File: src/rtl/lcd8080_stream_controller.sv
// rtl/lcd8080_stream_controller.sv - write-only 8080 LCD bus engine with input FIFO and hardware fill
//
// Buffers {is_cmd, data} words and plays them onto an 8080-style panel bus.
// Each beat is SETUP (1 cycle) + WR_LO (WR_LOW_CYC) + WR_HI (WR_HIGH_CYC).
// Chip select stays low across back-to-back beats. A fill request repeats one
// pixel fill_count times once the FIFO has drained.
//
// Ports:
//   clk, rst                     clock, synchronous active-high reset
//   in_valid/in_ready            input word handshake
//   in_is_cmd, in_data           word type (1 = command) and value
//   fill_start, fill_pixel,      fill request, sampled together, honoured
//   fill_count                   only while busy is low
//   busy, fifo_level             activity flag and FIFO occupancy
//   data_bus, lcd_rs, lcd_wr,    registered panel pins (strobes active low)
//   lcd_rd, lcd_cs
module lcd8080_stream_controller #(
    parameter int DATA_W      = 16,
    parameter int FIFO_DEPTH  = 16,
    parameter int WR_LOW_CYC  = 2,
    parameter int WR_HIGH_CYC = 2,
    parameter int CNT_W       = 24
) (
    input  logic                            clk,
    input  logic                            rst,
    input  logic                            in_valid,
    output logic                            in_ready,
    input  logic                            in_is_cmd,
    input  logic [DATA_W-1:0]               in_data,
    input  logic                            fill_start,
    input  logic [DATA_W-1:0]               fill_pixel,
    input  logic [CNT_W-1:0]                fill_count,
    output logic                            busy,
    output logic [$clog2(FIFO_DEPTH+1)-1:0] fifo_level,
    output logic [DATA_W-1:0]               data_bus,
    output logic                            lcd_rs,
    output logic                            lcd_wr,
    output logic                            lcd_rd,
    output logic                            lcd_cs
);

    localparam int AW   = $clog2(FIFO_DEPTH);
    localparam int LW   = $clog2(FIFO_DEPTH + 1);
    localparam int TMAX = (WR_LOW_CYC > WR_HIGH_CYC) ? WR_LOW_CYC : WR_HIGH_CYC;
    localparam int TW   = $clog2(TMAX + 1);

    typedef enum logic [1:0] {IDLE, SETUP, WR_LO, WR_HI} state_t;

    state_t            state;
    logic [TW-1:0]     tcnt;
    logic [CNT_W-1:0]  fill_remaining;
    logic [DATA_W-1:0] fill_pixel_r;
    logic              fill_active;
    logic              beat_is_fill;

    logic [DATA_W:0]   mem [FIFO_DEPTH];
    logic [AW-1:0]     wr_ptr;
    logic [AW-1:0]     rd_ptr;
    logic [LW-1:0]     level;
    logic [DATA_W:0]   fifo_q;

    logic full;
    logic empty;
    logic push;
    logic pop;
    logic hi_last;
    logic start_fill;

    assign full     = (level == LW'(FIFO_DEPTH));
    assign empty    = (level == '0);
    // in_ready is gated by rst so nothing can be pushed into a FIFO being flushed.
    assign in_ready = !rst && !full && !fill_active;
    assign push     = in_valid && in_ready;
    assign fifo_q   = mem[rd_ptr];

    // A new beat may only be launched from IDLE or on the final WR_HI cycle;
    // FIFO words take priority over fill beats.
    assign hi_last    = (state == WR_HI) && (tcnt == TW'(WR_HIGH_CYC - 1));
    assign pop        = !empty && ((state == IDLE) || hi_last);
    assign start_fill = empty && (fill_remaining != '0) && ((state == IDLE) || hi_last);

    assign busy       = (state != IDLE) || !empty || (fill_remaining != '0);
    assign fifo_level = level;
    assign lcd_rd     = 1'b1;

    always_ff @(posedge clk) begin
        if (push) begin
            mem[wr_ptr] <= {in_is_cmd, in_data};
        end
    end

    always_ff @(posedge clk) begin
        if (rst) begin
            wr_ptr <= '0;
            rd_ptr <= '0;
            level  <= '0;
        end else begin
            if (push) begin
                wr_ptr <= wr_ptr + AW'(1);
            end
            if (pop) begin
                rd_ptr <= rd_ptr + AW'(1);
            end
            case ({push, pop})
                2'b10:   level <= level + LW'(1);
                2'b01:   level <= level - LW'(1);
                default: level <= level;
            endcase
        end
    end

    always_ff @(posedge clk) begin
        if (rst) begin
            state          <= IDLE;
            tcnt           <= '0;
            fill_remaining <= '0;
            fill_pixel_r   <= '0;
            fill_active    <= 1'b0;
            beat_is_fill   <= 1'b0;
            data_bus       <= '0;
            lcd_rs         <= 1'b1;
            lcd_wr         <= 1'b1;
            lcd_cs         <= 1'b1;
        end else begin
            case (state)
                IDLE: begin
                    // busy low means nothing is queued, so the fill cannot race a beat start.
                    if (fill_start && !busy && (fill_count != '0)) begin
                        fill_remaining <= fill_count;
                        fill_pixel_r   <= fill_pixel;
                        fill_active    <= 1'b1;
                    end
                end
                SETUP: begin
                    lcd_wr <= 1'b0;
                    tcnt   <= '0;
                    state  <= WR_LO;
                end
                WR_LO: begin
                    if (tcnt == TW'(WR_LOW_CYC - 1)) begin
                        lcd_wr <= 1'b1;
                        tcnt   <= '0;
                        state  <= WR_HI;
                    end else begin
                        tcnt <= tcnt + TW'(1);
                    end
                end
                WR_HI: begin
                    if (!hi_last) begin
                        tcnt <= tcnt + TW'(1);
                    end else begin
                        if (beat_is_fill && (fill_remaining == '0)) begin
                            fill_active <= 1'b0;
                        end
                        if (!pop && !start_fill) begin
                            state  <= IDLE;
                            lcd_cs <= 1'b1;
                        end
                    end
                end
                default: state <= IDLE;
            endcase

            // Beat launch overrides the per-state next-state above.
            if (pop) begin
                data_bus     <= fifo_q[DATA_W-1:0];
                lcd_rs       <= ~fifo_q[DATA_W];
                lcd_cs       <= 1'b0;
                beat_is_fill <= 1'b0;
                state        <= SETUP;
            end else if (start_fill) begin
                data_bus       <= fill_pixel_r;
                lcd_rs         <= 1'b1;
                lcd_cs         <= 1'b0;
                beat_is_fill   <= 1'b1;
                fill_remaining <= fill_remaining - CNT_W'(1);
                state          <= SETUP;
            end
        end
    end

endmodule

File: config.mk
export PLATFORM = sky130hd
export DESIGN_NAME = lcd8080_stream_controller
export DESIGN_NICKNAME = d
export VERILOG_FILES = /design/src/rtl/lcd8080_stream_controller.sv
export SDC_FILE = /design/constraint.sdc
export NUM_CORES = 1
export LEC_CHECK = 0
export ABC_AREA = 1
export CAP_MARGIN = 20
export CORE_MARGIN = 2
export CORE_UTILIZATION = 39
export CTS_CLUSTER_SIZE = 20
export DETAILED_ROUTE_END_ITERATION = 7
export DONT_BUFFER_PORTS = 1
export GPL_TIMING_DRIVEN = 0
export PLACE_DENSITY_LB_ADDON = 0.12
export SETUP_SLACK_MARGIN = 0.15
export SYNTH_ARGS = -nofsm -noshare
export SYNTH_HDL_FRONTEND = slang
export SYNTH_SLANG_ARGS = --single-unit
File: constraint.sdc
create_clock -name clk -period 2.5 [get_ports clk]
set_input_delay 0.25 -clock clk [delete_from_list [all_inputs] [get_ports clk]]
set_output_delay 0.25 -clock clk [all_outputs]
set_load 0.02 [all_outputs]
* Yosys cells after proc, flatten, opt, wreduce, memory -nomap -nowiden
Memory sizes are Yosys's and may differ from the RTL's. A register that Yosys moved wholly into a read port is not among the register bits. Index checks and enable logic that the tools add are counted.
Word-level totals: output and inout port bits 27, memory bits (writable) 272, memories kept 1, bits in registers 78, bits of input ports 61, word-level logic and storage cells 116
Cells by class: add/subtract/negate cells 6, bitwise gates (word level) 1, eq/ne operators 16, multiplexer cells 33, reduce and logical (&&, ||, !) cells 45
Memory list:
- mem | depth 16, width 17, read ports 1, clocked after memory_dff 1, wr ports 1, line 56 | logic [DATA_W:0] mem [FIFO_DEPTH];
Operator list (count):
- 2-to-1 mux 24 bit | 4
- nonzero test 24 bit | 2
- 2-to-1 mux 16 bit | 2
- logical NOT 24 bit | 1
- subtractor 24 x 1 -> 24 bit, second input constant | 1
- 2-to-1 mux 1 bit | 15
- case mux 2 bit (3 select lines) | 2
- AND reduction 4 bit | 3
- nonzero test 3 bit | 4
- logical AND 1 bit | 11
- 2-to-1 mux 2 bit | 5
- case mux 5 bit (2 select lines) | 1
- nonzero test 2 bit | 5
- adder 4 x 1 -> 4 bit, second input constant | 2
- 2-to-1 mux 4 bit | 2
- inequality test 4 bit, second input constant | 2
- logical NOT 1 bit | 7
- equality test 2 x 1 -> 1 bit, second input constant | 3
- equality test 2 bit, second input constant | 3
- inequality test 2 x 1 -> 1 bit, second input constant | 3
- inequality test 2 bit, second input constant | 3
- AND reduction 2 bit | 3
- adder 5 x 1 -> 5 bit, second input constant | 1
- equality test 5 bit, second input constant | 1
- 12 further kinds | 15

* Depth between registers and ports, before layout
Gate-level depths: netlist of run 1.
word-level depth 11, mapped depth 16, gate-level depth less buffers 16

* Least setup slack after synthesis of run 1
No wires, ideal clock.
path kind register to register, start reg level[2], in the netlist fifo_level[2], end mem mem[11][0] in the netlist's numbering, enable pin, stages on the path, launching flop included 11, data required time 2.110 ns, setup time 0.390 ns, path buffers 0, clock period less this slack 2.529 ns, data arrival time 2.138 ns, slack -0.029 ns, path through dfxtp_1 nor2_1 nand2_1 nor2_1 inv_1 nand3_1 inv_1 nand2_1 inv_1 nand3_1 nor2_1
Between the ends: longest elaborated chain between the ends 7
Ends and longest elaborated chain:
- start, declared | line 59 | logic [LW-1:0] level;
- start signal, assigned | line 105 | 2'b10: level <= level + LW'(1);
- start signal, assigned | line 106 | 2'b01: level <= level - LW'(1);
- start signal, assigned | line 107 | default: level <= level;
- equality test 5 bit | line 69 | assign full = (level == LW'(FIFO_DEPTH));
- logical NOT 1 bit | line 72 | assign in_ready = !rst && !full && !fill_active;
- logical AND 1 bit (2 in a row) | line 72
- net in_ready | line 27 | output logic in_ready,
- logical AND 1 bit | line 73 | assign push = in_valid && in_ready;
- 2-to-1 mux 1 bit | line 87 | if (push) begin
- 2-to-1 mux 1 bit (not written as such) | line 88 | mem[wr_ptr] <= {in_is_cmd, in_data};
- end, declared | line 56
The timed path passes the listed nets, and every way through them passes these cells.

==> results of run 1 <==
==> per-stage QoR <==
stage          hold WS [ns]  total power, W  instances
5_1_grt              0.0749          0.0221       2237
6_report             0.0634          0.0209       2237
3_5_place_dp          0.350          0.0148       2074
4_1_cts              0.0374          0.0207       2228
2_1_floorplan         0.349          0.0123       1539
3_3_place_gp          0.350          0.0147       2057
==> worst paths after layout <==
path                                          end              from
worst max-delay path                  data_bus[7]         flip-flop
worst min-delay path            fill_remaining[1]               rst
worst max register to register        data_bus[7]         flip-flop
worst min register to register   fill_pixel_r[14]  fill_pixel_r[14]
==> cell type report <==
class | instances | share of cell area [%]
sequential | 354 | 51.9
inverter | 237 | 4.76
buffer | 79 | 2.23
timing repair buffer | 105 | 6.83
clock buffer | 53 | 5.70
multi-input combinational | 869 | 24.5
tap | 518 | 3.42
clock inverter | 21 | 0.733
antenna | 1 | 0.0132
==> sequential cells by signal (all words and copies together) (netlist names), named ones only <==
signal / count
fifo_level: 5
fill_active: 1
state: 2
wr_ptr: 4
data_bus: 16
mem: 272
lcd_wr: 1
lcd_cs: 1
lcd_rs: 1
rd_ptr: 4
fill_pixel_r: 16
tcnt: 2
beat_is_fill: 1
fill_remaining: 24
==> layout by cell type (no fill, tap or decap), types with 5 or more instances in the layout <==
cell type / netlist / routed
clkinv_1: 4 / 9
ha_1: 13 / 9
inv_1: 231 / 228
buf_12: 0 / 11
nor2_4: 3 / 20
clkbuf_2: 1 / 10
nand3_1: 178 / 175
xor2_1: 15 / 13
dlygate4sd3_1: 0 / 59
o21ai_0: 112 / 112
nand2_1: 198 / 193
a31oi_1: 7 / 6
clkinv_2: 0 / 8
buf_2: 33 / 31
buf_6: 5 / 7
dfxtp_1: 82 / 77
buf_8: 1 / 8
o21ai_1: 6 / 6
o211ai_1: 78 / 78
nand2_4: 2 / 5
a21oi_1: 112 / 107
buf_4: 1 / 19
clkbuf_16: 0 / 41
a21oi_2: 0 / 5
clkbuf_1: 34 / 36
nor2_1: 121 / 102
buf_16: 0 / 8
nor2_2: 5 / 7
edfxtp_1: 272 / 272
==> worst max-delay path, delay by kind of cell (launching register included) <==
kind                   cells  cell delay (ns)
flip-flops                 1             0.30
AND/OR/NAND/NOR            4             0.51
buffers and inverters      3             0.98
AO/OA/AOI/OAI              1             0.43
==> what timing repair did <==
action,CTS,global route
buffers inserted,21,8
pin swaps,15,11
hold buffers,59,0
setup endpoints to repair,294,139
endpoints found under the hold margin,315,0
gates resized for setup,37,42
==> layer usage <==
metal  vias to the layer above  part of all wire, %  GRT usage [%]
li1                       5546                    -              -
met1                      5501                   43           31.7
met2                       454                   46           38.2
met3                        88                  8.9           5.91
met4                         0                  2.7           7.79
met5                         -                    0              0
==> report_power, final <==
| part | leakage (nW) | switching [W] | internal (W) |
|---|---|---|---|
| Combinational | 3.50 | 0.00543 | 0.00243 |
| Sequential | 3.12 | 0.000604 | 0.00683 |
| Clock | 0.590 | 0.00241 | 0.00316 |
==> kinds of logic (layout without fill, tap and decap cells) <==
group,count (synthesis),in the layout
and+or+nand+nor,519,519
DFF,354,354
AOI/OAI and AO/OA,319,319
buffers and inverters,316,495
xor gates and xnor gates,17,17
adders and majority gates,13,13
other,1,2
==> run_results.csv, run 1 <==
group,metric,value,unit
outcome,status,"finished clean",
clock_network,cts_made_buffers,40,
setup_path,max_stage_delay,0.43,ns
synthesis,seq_area_frac_synth,63.4,%
synthesis,synth_top_family_by_area,"simple AND/OR/NAND/NOR gates",
route,vias,11589,
route,drtAntennaViolNets,0,
synthesis,synth_top_area_share,52.8,%
synthesis,synthCells,1539,
grt,track_usage,23.8,%
die,ios,88,
place,dpl.hpwl,33000,um
timing,worst_clock_skew,0.0241,ns
finish,seqCellArea,9830,um^2
route,drtIter0Drc,1044,
setup_path,cp-end-kind,"flip-flop",
setup_path,criticalPathCategory,"flip-flop to flip-flop",
timing,final-hold-violation-count,0,
route,routed_wl,48700,um
clock_network,cts-root-buf,"clkbuf_16",
setup_path,r2r_setup_slack,0.18,ns
setup_path,arrival,2.82,ns
finish,fin_util,48.7,%
finish,area_delta_synth_final,22.4,%
pwr,powerDensity,1100,nW/um^2
die,die_area,41300,um^2
grt,overflow,0,
die,coreArea,38900,um^2
timing,final.min_clock_period,2.32,ns
die,die_w,203,um
synthesis,synth_compound_area_share,11.7,%
timing,period_share,92.9,%
setup_path,worstPathCellList,"buf_2, clkinv_2, clkbuf_2, nand3_1, nand3_1, a21oi_1, nor2_1, nor2_1",
synthesis,syn_area,15500,um^2
synthesis,ys_ff_latch,354,
finish,design_area,18900,um^2
route,viasPerCell,5.18,
synthesis,yosysUniqueCellTypes,35,
timing,relSlewSlack,38.7,%
hold_path,min_path_type,"input pin to flip-flop",
finish,final_nets,1760,
clock_network,clk-insertion-delay-late,0.57,ns
setup_path,start_kind,"flip-flop",
place,place.gp.congestion,0.889,
setup_path,required,2.99,ns
hold_path,whs_path_depth,4,
timing,final_max_slew_viol_count,0,
setup_path,r2r_cells,8,
timing,tightest_slew,0.919,ns
route,wl_per_cell,21.8,um
clock_network,cts_buffer_depth,3,
synthesis,avgSynthCellArea,10.1,um^2
synthesis,synth_top_cells_by_count,"edfxtp_1, inv_1, nand2_1",
clock_network,clkSinkCount,354,
synthesis,synthArstFlopShare,0,%
place,post-place-ws,-0.461,ns
synthesis,synthMuxAreaShare,0,%
finish,layout-drive-gt1-share,12.7,%
finish,multi_input_area,4640,um^2
timing,tns,0,ns
timing,rsz0062_at_grt,"true",
synthesis,synthAdderAreaFrac,1.05,%
clock_network,cts_tree,"yes",
grt,grt_max_degree,17,
synthesis,synthTopCellsByArea,"edfxtp_1, dfxtp_1, nand3_1",
timing,setup_violations,0,
pwr,ir_worst_vdd,0.000558,V
clock_network,h-tree-depth,2,
synthesis,post-synth-top-count-cell,"edfxtp_1",
setup_path,crit_path_max_fanout,10,
route,drc,0,
synthesis,synth_flop_cell,"edfxtp_1",
synthesis,synth-xor-area-share,0.962,%
route,dr.pass1.iters,5,
grt,grt_antenna_before_repair,1,
grt,grt_pass1_vias,11303,
pwr,leakagePower,7.21,nW
grt,grt_pass1_wl,72000,um
clock_network,clk_pin_slew,0.06,ns
place,dpl-instance-area,16500,um^2
die,die_h,203,um
die,initial_core_util,39.8,%
finish,fillers,3581,
job,drv_cap,0,
setup_path,slowest_stage,"a21oi_1",
timing,max_freq,0.431,GHz
place,portBuffers,0,
synthesis,synth-simple-area-share,14.6,%
synthesis,synth_nets,1613,
synthesis,yosys.area.top_type,"edfxtp_1",
synthesis,ys_warn_count,0,
die,row_count,72,
timing,layout_setup_ws,0.177,ns
synthesis,synth_edf_count,272,
No activity file was read; power rests on OpenSTA's default activity.
==> run 2: changes to the inputs <==
==> constraint.sdc (replaced) <==
create_clock -name clk -period 2.05 [get_ports clk]
set_input_delay 0.205 -clock clk [delete_from_list [all_inputs] [get_ports clk]]
set_output_delay 0.205 -clock clk [all_outputs]
set_load 0.02 [all_outputs]
==> run_results.csv, run 2 (synthesized netlist as in run 1, its figures left out) <==
group,metric,value,unit
pwr,power.total,0.0273,W
place,place.gp.congestion,0.886,
finish,biggestRegsByFlops,"mem x272, fill_remaining x24",
setup_path,reg2reg_to,"fifo_level[4]",
outcome,status,"finished, violations left",
grt,grt_antenna_before_repair,0,
setup_path,criticalPathCategory,"flip-flop to flip-flop",
clock_network,clkSinkCount,354,
grt,grt_pass1_vias,11482,
setup_path,cp-end-kind,"flip-flop",
finish,final_common_cell,"edfxtp_1",
setup_path,arrival,2.59,ns
place,portBuffers,0,
setup_path,start_kind,"flip-flop",
timing,final-hold-violation-count,0,
finish,layout_common_cells,"edfxtp_1, inv_1, nand2_1, nand3_1, o21ai_0",
die,die_w,203,um
clock_network,clk_pin_slew,0.06,ns
setup_path,cp_num_buf_inv,3,
hold_path,min_path_type,"input pin to flip-flop",
clock_network,clk-insertion-delay-late,0.57,ns
setup_path,r2r_cells,14,
clock_network,cts-root-buf,"clkbuf_16",
finish,layout-drive-gt1-share,18.7,%
route,dr.pass1.iters,5,
grt,grt_max_degree,17,
route,drtAntennaViolNets,0,
timing,final.min_clock_period,2.16,ns
place,dpl.hpwl,33100,um
setup_path,cp_num_cells,14,
finish,fin_util,51.5,%
finish,fillers,3496,
die,die_h,203,um
timing,final_max_slew_viol_count,0,
die,initial_core_util,39.8,%
timing,layout_setup_ws,-0.109,ns
setup_path,crit_start,"fifo_level[2]",
timing,setup_violations,96,
route,drc,0,
timing,tns,-2.76,ns
pwr,powerDensity,1360,nW/um^2
setup_path,max_stage_delay,0.39,ns
route,routed_wl,51100,um
setup_path,crit_path_max_fanout,9,
finish,largest_reg_flops,272,
route,wl_per_cell,22.5,um
pwr,ir_worst_vdd,0.000657,V
timing,tightest_slew,0.710,ns
timing,worst_clock_skew,0.0362,ns
finish,num_antenna_cells,0,
clock_network,h-tree-depth,2,
setup_path,critical_path.endpoint,"fifo_level[4]",
timing,max_freq,0.463,GHz
setup_path,slowest_stage,"dfxtp_4",
timing,relSlewSlack,52.5,%
die,ios,88,
finish,design_area,20100,um^2
setup_path,cp_top_family,"adder cells",
clock_network,cts_tree,"yes",
pwr,leakagePower,7.62,nW
timing,hold_ws,0.0125,ns
setup_path,worstPathCellList,"nor2_4, nand2_2, inv_2, nand2_2, nand2_8, clkinv_8, ha_4, ha_4, inv_1, o21bai_1, a31oi_4, xor2_1, nand2_1, a21oi_2",
outcome,violations,"setup timing",
job,drv_cap,0,
setup_path,r2r_setup_slack,-0.11,ns
clock_network,cts_buffer_depth,3,
grt,track_usage,24.3,%
finish,final_nets,1796,
timing,period_share,105,%
die,row_count,72,
timing,rsz0062_at_grt,"true",
setup_path,required,2.48,ns
route,viasPerCell,5.26,
finish,largest-register,"mem",
setup_path,r2r_start,"fifo_level[2]",
place,dpl-instance-area,16600,um^2
clock_network,cts_made_buffers,39,
route,vias,11919,
finish,area_delta_synth_final,29.6,%
grt,overflow,0,
grt,grt_pass1_wl,73800,um
die,die_area,41300,um^2
die,coreArea,38900,um^2
route,drtIter0Drc,1139,
==> run 2: changes by cell type in the layout (fill, tap and decap cells not counted), sizes merged, moves of 2 or more <==
cell / delta
buf: +33
inv: -4
clkbuf: +3
clkinv: +2
==> run 2: worst reg2reg max path: cells and delay by family, from the launching register on <==
kind	cells	cell delay [ns]
fa+ha+maj	2	0.50
simple gates	5	0.48
flops	1	0.39
compound gates	3	0.33
buf+inv	3	0.20
xor+xnor	1	0.15
==> run 2: what timing repair did <==
action	CTS	global route
setup endpoints to repair	336	342
setup buffers	37	24
gates resized for setup	153	138
hold buffers	58	0
pin swaps	28	42
gates cloned	2	7
hold endpoints to repair	315	0
==> run 2: metrics by stage <==
| step | worst slack (ns) | std cells |
|---|---|---|
| floorplan | 0.0285 | 1539 |
| global placement | -0.767 | 2057 |
| detailed placement | -0.530 | 2071 |
| CTS | -0.137 | 2237 |
| global route | -0.264 | 2268 |
| finish | -0.109 | 2268 |
==> run 2: worst min path at each step <==
stage | depth (start not counted) | startpoint | to
final | 3 | in_valid | wr_ptr[1]
after global routing | 3 | in_valid | wr_ptr[1]
after CTS | 3 | in_valid | wr_ptr[0]
after detailed placement | 0 | in_data[2] | mem[10][2]
after global placement | 0 | in_data[2] | mem[11][2]
after floorplan | 0 | in_data[0] | mem[0][0]
==> run 2: power breakdown <==
group / total (W) / internal, W / switching, W
clock: 0.00664 / 0.00378 / 0.00286
sequential: 0.00918 / 0.00835 / 0.000829
combinational: 0.0115 / 0.00422 / 0.00728
==> run 2: per-layer routing <==
metal | vias to the layer above | global-route usage (%) | wire, um
met3 | 82 | 4.25 | 3690
met2 | 440 | 40.4 | 24200
met5 | - | 0 | 0
li1 | 5621 | - | -
met4 | 0 | 5.68 | 1170
met1 | 5776 | 33.2 | 22100
==> run 2: area by class of cell <==
type,instances,area (um^2),share of cell area (%)
plain buffers,79,638,3.18
clock buffers,51,1060,5.30
clock inverters,18,121,0.605
inverters,237,923,4.60
multi-input cells,869,5000,24.9
flip-flops and latches,354,9840,49.1
well taps,518,648,3.23
repair buffers,142,1820,9.09
==> run 3: changes to the inputs <==
--- a/config.mk
+++ b/config.mk
@@ -8,7 +8,7 @@
 export ABC_AREA = 1
 export CAP_MARGIN = 20
 export CORE_MARGIN = 2
-export CORE_UTILIZATION = 39
+export CORE_UTILIZATION = 45
 export CTS_CLUSTER_SIZE = 20
 export DETAILED_ROUTE_END_ITERATION = 7
 export DONT_BUFFER_PORTS = 1
==> run_results.csv, run 3 (synthesized netlist as in run 1, its figures left out) <==
group,metric,value,unit
outcome,status,"finished, violations left",
outcome,violations,"setup timing",
grt,global_route.usage.met1,35.8,%
setup_path,cp_top_family,"buffers and inverters",
pwr,leakagePower,7.43,nW
route,routed_wl,49800,um
finish,design_area,19400,um^2
setup_path,cp-end-kind,"flip-flop",
timing,period_share,105,%
finish,final_nets,1775,
finish,layout_common_cells,"edfxtp_1, inv_1, nand2_1, nand3_1, o21ai_0",
grt,grt-busiest-layer,"met2",
clock_network,clk_pin_slew,0.05,ns
die,row_count,67,
clock_network,cts_buffer_depth,3,
place,dpl-instance-area,16400,um^2
timing,max_freq,0.466,GHz
grt,use_met2,44.0,%
setup_path,required,2.29,ns
clock_network,clk-insertion-delay-late,0.54,ns
clock_network,cts_tree,"yes",
finish,fin_util,57.7,%
finish,biggestRegsByFlops,"mem x272, fill_remaining x24",
timing,final_max_slew_viol_count,0,
clock_network,clkSinkCount,354,
setup_path,arrival,2.39,ns
place,place.gp.congestion,0.910,
setup_path,start_kind,"flip-flop",
grt,track_usage,26.9,%
finish,largest-register,"mem",
finish,layout-drive-gt1-share,16.7,%
clock_network,cts-root-buf,"clkbuf_16",
setup_path,slowest_stage,"dfxtp_4",
place,portBuffers,0,
finish,seqCellArea,9830,um^2
job,drv_cap,0,
timing,layout_setup_ws,-0.0981,ns
grt,grt_pass1_wl,70600,um
route,dr.pass1.iters,7,
route,drtIter0Drc,1332,
die,die_area,35900,um^2
hold_path,min_path_type,"input pin to flip-flop",
timing,worst_clock_skew,0.0121,ns
timing,relSlewSlack,46.7,%
die,coreArea,33700,um^2
setup_path,worstPathCellList,"nor2_1, nand2_1, nor2_1, inv_1, nand3_2, clkinv_4, nand2_8, buf_6, clkinvlp_4, buf_6, nand2_8, nor2_4, clkbuf_16",
setup_path,cp_num_buf_inv,6,
setup_path,criticalPathCategory,"flip-flop to flip-flop",
pwr,ir_worst_vdd,0.000919,V
die,ios,88,
route,drtAntennaViolNets,0,
timing,tightest_slew,0.797,ns
die,die_h,189,um
finish,final_common_cell,"edfxtp_1",
route,viasPerCell,5.53,
finish,area_delta_synth_final,25.6,%
timing,final.min_clock_period,2.15,ns
timing,final-hold-violation-count,0,
clock_network,h-tree-depth,2,
finish,largest_reg_flops,272,
die,initial_core_util,45.9,%
route,vias,12045,
finish,fillers,2859,
route,wl_per_cell,22.9,um
clock_network,cts_made_buffers,39,
setup_path,crit_path_max_fanout,7,
finish,multi_input_area,4890,um^2
route,drc,0,
grt,use_met3,5.45,%
grt,grt_max_degree,17,
grt,grt_pass1_vias,11272,
grt,overflow,0,
grt,grt_antenna_before_repair,0,
pwr,powerDensity,1370,nW/um^2
timing,rsz0062_at_grt,"true",
finish,num_antenna_cells,0,
timing,setup_violations,118,
setup_path,max_stage_delay,0.44,ns
place,dpl.hpwl,32700,um
die,die_w,189,um
## run 3: worst min-delay path: stages
cell,delay (ns)
inv_1,0.06
buf_6,0.17
nand2_1,0.07
a21oi_1,0.03
## run 3: layout make-up
type,instances,area share [%]
Sequential cell,354,50.6
Tap cell,448,2.88
Clock buffer,55,5.59
Multi-Input combinational cell,869,25.2
Timing Repair Buffer,122,7.60
Clock inverter,14,0.657
Buffer,78,2.81
Inverter,237,4.71
## run 3: per-stage QoR
stage / total power, W / instances / hold WS [ns] / TNS (ns) / worst slack (ns)
after global placement: 0.0180 / 1987 / 0.305 / -181.60 / -0.758
after floorplan: 0.0152 / 1539 / 0.304 / 0 / 0.0285
final: 0.0267 / 2177 / 0.0383 / -3.31 / -0.0981
after global routing: 0.0280 / 2177 / 0.0432 / -17.12 / -0.193
after detailed placement: 0.0181 / 2001 / 0.305 / -74.00 / -0.498
after CTS: 0.0260 / 2155 / 0.0102 / -0.554 / -0.116
## run 3: power by group
part / leakage [nW] / switching, W / internal, W
Combinational: 3.71 / 0.00699 / 0.00376
Clock: 0.593 / 0.00280 / 0.00395
Sequential: 3.13 / 0.000814 / 0.00834
## run 3: layer usage
layer,up-vias,part of all wire (%),wire (um)
li1,5575,-,-
met1,5735,41,20300
met2,627,47,23200
met3,108,9.4,4700
met4,0,3.3,1630
met5,-,0,0
## run 3: what timing repair did
item,in CTS,in global routing
setup endpoints to repair,323,341
cloned,1,4
setup buffers,30,18
gates resized for setup,117,80
pin swaps,27,23
hold buffers,55,0
hold endpoints to repair,310,0
## run 3: worst paths after layout
path | start | to | slack, ns | cells past startpoint
worst min register to register | fill_pixel_r[3] | fill_pixel_r[3] | 0.45 | 2
worst min-delay path | rst | tcnt[0] | 0.04 | 4
worst max register to register | fifo_level[2] | mem[10][15] | -0.1 | 13
worst max-delay path | fifo_level[2] | mem[10][15] | -0.1 | 13
